==> src/rtl/cla_seq_pkg.sv <==
// Shared types and sizing helpers for the nibble-serial carry-lookahead adder.
package cla_seq_pkg;

  typedef enum logic [1:0] {
    IDLE = 2'd0,
    RUN  = 2'd1,
    DONE = 2'd2
  } state_t;

  localparam int NIB_W = 4;

  // Ceiling log2 with a floor of one bit so a single-step counter still exists.
  function automatic int clog2(input int value);
    int result;
    int remain;
    result = 0;
    remain = value - 1;
    while (remain > 0) begin
      result = result + 1;
      remain = remain >> 1;
    end
    if (result < 1) begin
      result = 1;
    end else begin
      result = result;
    end
    return result;
  endfunction

endpackage

==> src/rtl/cla_seq_ctrl_if.sv <==
// Operand/result handshake bundle for cla_seq_ctrl; master = producer/consumer, slave = sequencer.
interface cla_seq_ctrl_if #(
  parameter int WIDTH = 16
);

  logic             in_valid;
  logic             in_ready;
  logic [WIDTH-1:0] a;
  logic [WIDTH-1:0] b;
  logic             cin;
  logic             sub;
  logic             out_valid;
  logic             out_ready;
  logic [WIDTH-1:0] sum;
  logic             cout;
  logic             busy;

  modport master (
    output in_valid, a, b, cin, sub, out_ready,
    input  in_ready, out_valid, sum, cout, busy
  );

  modport slave (
    input  in_valid, a, b, cin, sub, out_ready,
    output in_ready, out_valid, sum, cout, busy
  );

endinterface

==> src/rtl/cla_seq_ctrl_cla.sv <==
// Four-bit carry-lookahead adder; all carries are flattened two-level generate/propagate terms.
module cla (
  input  logic [3:0] a,
  input  logic [3:0] b,
  input  logic       cin,
  output logic [3:0] so,
  output logic       co
);

  logic [3:0] g_s;
  logic [3:0] p_s;
  logic [4:0] c_s;

  always_comb begin
    g_s    = a & b;
    p_s    = a ^ b;
    c_s[0] = cin;
    c_s[1] = g_s[0] | (p_s[0] & cin);
    c_s[2] = g_s[1] | (p_s[1] & g_s[0]) | (p_s[1] & p_s[0] & cin);
    c_s[3] = g_s[2] | (p_s[2] & g_s[1]) | (p_s[2] & p_s[1] & g_s[0])
           | (p_s[2] & p_s[1] & p_s[0] & cin);
    c_s[4] = g_s[3] | (p_s[3] & g_s[2]) | (p_s[3] & p_s[2] & g_s[1])
           | (p_s[3] & p_s[2] & p_s[1] & g_s[0])
           | (p_s[3] & p_s[2] & p_s[1] & p_s[0] & cin);
    so     = p_s ^ c_s[3:0];
    co     = c_s[4];
  end

endmodule

==> src/rtl/cla_seq_ctrl.sv <==
// Wide adder built from one 4-bit CLA reused LSB-nibble first, with valid/ready on both sides.
// Define CLA_SEQ_SUB_EN to honour the sub input (two's-complement subtract); otherwise add-only.
module cla_seq_ctrl
  import cla_seq_pkg::*;
#(
  parameter int WIDTH = 16
) (
  input  logic           clk,
  input  logic           rst,
  cla_seq_ctrl_if.slave  bus
);

  localparam int NIB   = WIDTH / NIB_W;
  localparam int CNT_W = clog2(NIB);

  state_t             state_r;
  logic [WIDTH-1:0]   a_r;
  logic [WIDTH-1:0]   b_r;
  logic [WIDTH-1:0]   acc_r;
  logic [WIDTH-1:0]   sum_r;
  logic               carry_r;
  logic               cout_r;
  logic [CNT_W-1:0]   cnt_r;
  logic               out_valid_r;
  logic               busy_r;

  logic [NIB_W-1:0]   so_s;
  logic               co_s;
  logic [WIDTH-1:0]   acc_next_s;
  logic [WIDTH-1:0]   b_load_s;
  logic               carry_load_s;
  logic               last_step_s;

  cla u_cla (
    .a   (a_r[NIB_W-1:0]),
    .b   (b_r[NIB_W-1:0]),
    .cin (carry_r),
    .so  (so_s),
    .co  (co_s)
  );

  // New nibble enters from the top so the first one lands at bit 0 after NIB steps.
  generate
    if (WIDTH == NIB_W) begin : g_single
      assign acc_next_s = so_s;
    end else begin : g_multi
      assign acc_next_s = {so_s, acc_r[WIDTH-1:NIB_W]};
    end
  endgenerate

  logic [NIB_W-1:0] unused_acc_s;
  assign unused_acc_s = acc_r[NIB_W-1:0];

  assign last_step_s = (cnt_r == CNT_W'(NIB - 1));

`ifdef CLA_SEQ_SUB_EN
  logic unused_sub_s;
  assign unused_sub_s = 1'b0;

  // Subtract is a + ~b + 1; cin is overridden so the +1 is always present.
  always_comb begin
    b_load_s     = bus.b;
    carry_load_s = bus.cin;
    if (bus.sub) begin
      b_load_s     = ~bus.b;
      carry_load_s = 1'b1;
    end else begin
      b_load_s     = bus.b;
      carry_load_s = bus.cin;
    end
  end
`else
  logic unused_sub_s;
  assign unused_sub_s = bus.sub;

  // Add-only datapath: operands load unchanged.
  always_comb begin
    b_load_s     = bus.b;
    carry_load_s = bus.cin;
  end
`endif

  assign bus.in_ready  = (state_r == IDLE);
  assign bus.out_valid = out_valid_r;
  assign bus.sum       = sum_r;
  assign bus.cout      = cout_r;
  assign bus.busy      = busy_r;

  // Controller FSM with its shift datapath; result registers only update on the last step.
  always_ff @(posedge clk or posedge rst) begin
    if (rst) begin
      state_r     <= IDLE;
      a_r         <= '0;
      b_r         <= '0;
      acc_r       <= '0;
      sum_r       <= '0;
      carry_r     <= 1'b0;
      cout_r      <= 1'b0;
      cnt_r       <= '0;
      out_valid_r <= 1'b0;
      busy_r      <= 1'b0;
    end else begin
      case (state_r)
        IDLE: begin
          if (bus.in_valid) begin
            a_r     <= bus.a;
            b_r     <= b_load_s;
            carry_r <= carry_load_s;
            cnt_r   <= '0;
            busy_r  <= 1'b1;
            state_r <= RUN;
          end else begin
            state_r <= IDLE;
          end
        end
        RUN: begin
          a_r     <= a_r >> NIB_W;
          b_r     <= b_r >> NIB_W;
          acc_r   <= acc_next_s;
          carry_r <= co_s;
          cnt_r   <= cnt_r + CNT_W'(1);
          if (last_step_s) begin
            sum_r       <= acc_next_s;
            cout_r      <= co_s;
            out_valid_r <= 1'b1;
            state_r     <= DONE;
          end else begin
            state_r <= RUN;
          end
        end
        DONE: begin
          if (bus.out_ready) begin
            out_valid_r <= 1'b0;
            busy_r      <= 1'b0;
            state_r     <= IDLE;
          end else begin
            state_r <= DONE;
          end
        end
        default: begin
          out_valid_r <= 1'b0;
          busy_r      <= 1'b0;
          state_r     <= IDLE;
        end
      endcase
    end
  end

endmodule

==> src/flat_wrapper.sv <==
// flat-port wrapper written by rule: the top's interface ports become plain ports
module cla_seq_ctrl_flat import cla_seq_pkg::*;
#(
  parameter int WIDTH = 16
)
  (clk, rst, bus_in_valid, bus_a, bus_b, bus_cin, bus_sub, bus_out_ready, bus_in_ready, bus_out_valid, bus_sum, bus_cout, bus_busy);
  cla_seq_ctrl_if #(.WIDTH(WIDTH)) bus_i ();
  input  logic clk;
  input  logic rst;
  input wire logic [$bits(bus_i.in_valid)-1:0] bus_in_valid;
  input wire logic [$bits(bus_i.a)-1:0] bus_a;
  input wire logic [$bits(bus_i.b)-1:0] bus_b;
  input wire logic [$bits(bus_i.cin)-1:0] bus_cin;
  input wire logic [$bits(bus_i.sub)-1:0] bus_sub;
  input wire logic [$bits(bus_i.out_ready)-1:0] bus_out_ready;
  output wire logic [$bits(bus_i.in_ready)-1:0] bus_in_ready;
  output wire logic [$bits(bus_i.out_valid)-1:0] bus_out_valid;
  output wire logic [$bits(bus_i.sum)-1:0] bus_sum;
  output wire logic [$bits(bus_i.cout)-1:0] bus_cout;
  output wire logic [$bits(bus_i.busy)-1:0] bus_busy;
  assign bus_i.in_valid = bus_in_valid;
  assign bus_i.a = bus_a;
  assign bus_i.b = bus_b;
  assign bus_i.cin = bus_cin;
  assign bus_i.sub = bus_sub;
  assign bus_i.out_ready = bus_out_ready;
  assign bus_in_ready = bus_i.in_ready;
  assign bus_out_valid = bus_i.out_valid;
  assign bus_sum = bus_i.sum;
  assign bus_cout = bus_i.cout;
  assign bus_busy = bus_i.busy;
  cla_seq_ctrl #(.WIDTH(WIDTH)) u_core (.clk(clk), .rst(rst), .bus(bus_i));
endmodule
==> config.mk <==
export PLATFORM = sky130hd
export DESIGN_NAME = cla_seq_ctrl_flat
export DESIGN_NICKNAME = d
export VERILOG_FILES = /design/src/rtl/cla_seq_pkg.sv /design/src/rtl/cla_seq_ctrl_if.sv /design/src/rtl/cla_seq_ctrl_cla.sv /design/src/rtl/cla_seq_ctrl.sv /design/src/flat_wrapper.sv
export SDC_FILE = /design/constraint.sdc
export NUM_CORES = 1
export LEC_CHECK = 0
export CAP_MARGIN = 10
export CORE_ASPECT_RATIO = 1.2
export CORE_UTILIZATION = 50
export DETAILED_ROUTE_END_ITERATION = 7
export PLACE_DENSITY_LB_ADDON = 0.2
export SYNTH_ARGS = -nofsm -noshare
export SYNTH_HDL_FRONTEND = slang
export SYNTH_SLANG_ARGS = --single-unit
==> constraint.sdc <==
create_clock -name clk -period 2.3 [get_ports clk]
set_input_delay 0.345 -clock clk [delete_from_list [all_inputs] [get_ports clk]]
set_output_delay 0.345 -clock clk [all_outputs]
set_load 0.1 [all_outputs]
==> summary.json <==
{
  "yosys": {
    "synthesis.area_per_instance_um2": 10.6,
    "ys.flop_type": "dfrtp_1",
    "synth_enable_flop_cells": 0,
    "synth.area.top_cells": "dfrtp_1, nand2_1, mux2i_1",
    "yosysSeqAreaShare_pct": 56.7,
    "synth.net_count": 328,
    "synthTopCellsByCount": "nand2_1, dfrtp_1, o21ai_0",
    "synth.distinct_cells": 33,
    "post_synth_instance_area_um2": 3000,
    "syn_warnings": 0,
    "synth_top_area_share_pct": 56.7,
    "flop_and_latch_count_out_of_synthesis": 68,
    "synth_most_common_cell": "nand2_1",
    "yosys.area.top_type": "dfrtp_1",
    "cell_count_after_synthesis": 284,
    "synthArstFlopShare_pct": 100
  },
  "timing": {
    "report.final.hold_viol_count": 0,
    "finalSetupTns_ps": 0,
    "layout_min_cycle_time_ps": 1710,
    "max-slew-margin-rel_pct": 64.2,
    "fmax_mhz": 583,
    "rsz0062_at_grt": "false",
    "timing_worst_slew_pin_value_ps": 534,
    "fin_skew_ps": 8.99,
    "timing.final.crit_share_pct": 74.5,
    "final-max-slew-violation-count": 0,
    "timing.final.setup_violations": 0,
    "timing.hold.ws_ps": 405
  },
  "clock_tree": {
    "hold_buffers": 0,
    "h-tree-depth": 3,
    "cts_buffer_depth": 2,
    "root_buffer": "clkbuf_8",
    "post_cts_resize_count": 0,
    "postCtsSetupBuffers": 0,
    "clk_pin_slew_ps": 70,
    "clock_buffers_created_by_tritoncts": 9,
    "tritoncts": "yes",
    "cts_num_sinks": 68,
    "clock_insertion_delay_worst_skew_ps": 330
  },
  "drt": {
    "drt_first_pass_iters": 4,
    "detailroute.via_count": 2161,
    "number_of_nets_with_antenna_violations_after_detailed_routing": 0,
    "dr.first_iter.drc_count": 113,
    "avgRoutedWirePerCell_um": 12.9,
    "routed_wirelength_um": 5500,
    "vias_per_cell": 5.06,
    "route.detailed.drc": 0
  },
  "layout": {
    "fillCellCount": 457,
    "layout.nets": 386,
    "insertedDiodeCount": 0,
    "synthToLayoutAreaGrowth_pct": 28.4,
    "fraction_of_final_layout_cells_sized_beyond_drive_strength_1_pct": 17.3,
    "seq_area_um2": 1700,
    "multi_input_area_um2": 1200
  },
  "die": {
    "die-area_um2": 6320,
    "die_x_um": 72.7,
    "design.portCount": 58,
    "core.rowCount": 30,
    "chipHeight_um": 86.9,
    "core_um2": 5710,
    "initial_util_pct": 52.6
  },
  "critical_path": {
    "required_ps": 2510,
    "crit_path_end_kind": "flop",
    "worst-endpoint-arrival_ps": 1930,
    "path_delay_family": "flip-flops",
    "crit_path_cell_trace": "ha_1, nand3b_1, buf_4, mux2_2",
    "crit_type": "flop to flop",
    "crit_path_max_incr_delay_ps": 400,
    "startpoint_type": "flop",
    "cp.buffers_inverters": 1,
    "crit_path_max_fanout": 11,
    "cell_with_the_largest_stage_delay_on_the_worst_path": "dfrtp_1"
  },
  "pwr": {
    "worst_ir_drop_vdd_mv": 0.873,
    "static-leakage-power_uw": 0.00177,
    "power_per_cell_area_nw_per_um2": 1640
  },
  "grt": {
    "antenna_found_initial": 0,
    "grt_start_max_net_pins": 46,
    "gr-usage-all-layers_pct": 19.7,
    "grt_remaining_overflow": 0,
    "grt_pass1_vias": 2099,
    "first_pass_grt_wire_length_um": 9420
  },
  "run_status": {
    "run_status": "finished, final reports clean"
  },
  "flow_run": {
    "drv.max_cap_violation_count": 0
  },
  "placed_design": {
    "gp_congestion": 0.695,
    "io_buffers": 56,
    "hpwlAfterDp_um": 3690
  },
  "worst_hold_path": {
    "type_of_the_tightest_min_delay_check": "input pin to asynchronous set/reset pin"
  }
}
[flip-flops by register name, indices dropped and copies added (netlist names)]
signal	flops
u_core.a_r	16
u_core.b_r	16
u_core.bus.sum	16
u_core.acc_r	12
u_core.cnt_r	2
u_core.state_r	2
u_core.bus.busy	1
u_core.bus.cout	1
u_core.bus.out_valid	1
u_core.carry_r	1
[layout make-up]
class / count / share of cell area (%)
Timing Repair Buffer: 64 / 15.4
Multi-Input combinational cell: 195 / 31.2
Clock inverter: 6 / 2.92
Sequential cell: 68 / 44.1
Tap cell: 80 / 2.60
Clock buffer: 10 / 3.31
Inverter: 4 / 0.389
[path summary, 6_finish.rpt]
check / to / depth (start not counted) / slack, ps / from
max in group asynchronous: u_core.a_r[10] / 3 / 1480 / rst
min in group clk: u_core.acc_r[7] / 2 / 470 / u_core.acc_r[7]
hold / removal: u_core.acc_r[6] / 3 / 400 / rst
setup / recovery: u_core.bus.sum[1] / 4 / 590 / u_core.cnt_r[0]
hold reg to reg: u_core.acc_r[7] / 2 / 470 / u_core.acc_r[7]
setup reg to reg: u_core.bus.sum[1] / 4 / 590 / u_core.cnt_r[0]
[through the flow]
stage | cells | setup WS [ps] | cell area [um^2] | utilization, % | power [uW]
global placement | 411 | 548 | 3620 | 63.4 | 5090
finish | 427 | 586 | 3860 | 67.6 | 6310
detailed placement | 411 | 477 | 3620 | 63.4 | 5180
CTS | 427 | 558 | 3860 | 67.6 | 6360
floorplan | 284 | 243 | 3000 | - | 4450
global route | 427 | 440 | 3860 | 67.6 | 6690
[tightest hold or removal path: cells and delay by family]
kind	cells	cell delay, ps
buffers and inverters	3	790
[metal layers]
metal / up-vias / global-route usage [%] / routed length (um) / part of all wire (%)
li1: 1080 / - / - / -
met1: 1025 / 24.0 / 2470 / 45
met2: 50 / 33.7 / 2770 / 50
met3: 6 / 5.09 / 208 / 3.8
met4: 0 / 6.77 / 57 / 1.0
met5: - / 0 / 0 / 0
[logic make-up (layout without fill, tap and decap cells)]
kind of cell,after synthesis,after routing,share of synthesized area (%)
buffers and inverters,21,84,3.67
and+or+nand+nor,96,96,13.5
adders and majority gates,6,6,2.75
xor gates and xnor gates,1,1,0.292
DFF,68,68,56.7
AOI/OAI and AO/OA,53,53,9.67
muxes,39,39,13.5
[cell usage in the layout (no fill, tap or decap), drive strengths merged]
cell type      Yosys  routed
mux2i             27      27
o31ai              2       2
a21o               1       1
clkdlybuf4s50      0      36
bufinv             0       3
a211oi             1       1
clkbuf             4      10
ha                 5       5
clkinvlp           0       3
or3b               1       1
buf               13      28
nand2b             2       2
o211ai             1       1
o2111ai            1       1
nand3              3       3
or4                2       2
a211o              1       1
nand3b             2       2
a31oi              1       1
nor3               1       1
mux2              12      12
or2                1       1
nor2b              3       3
o21bai             1       1
nor2               3       3
o21ai             41      41
o22ai              1       1
xor2               1       1
fa                 1       1
inv                4       4
nand2             77      77
nor3b              1       1
a21oi              2       2
dfrtp             68      68
[power by group]
group | switching, uW | leakage [uW] | total (uW) | internal, uW
Clock | 449 | 0.000109 | 1170 | 720
Combinational | 2150 | 0.000796 | 3120 | 970
Sequential | 310 | 0.000870 | 2020 | 1710
Total | 2910 | 0.00177 | 6310 | 3400
Note: power is estimated with default switching activity, not from simulation.
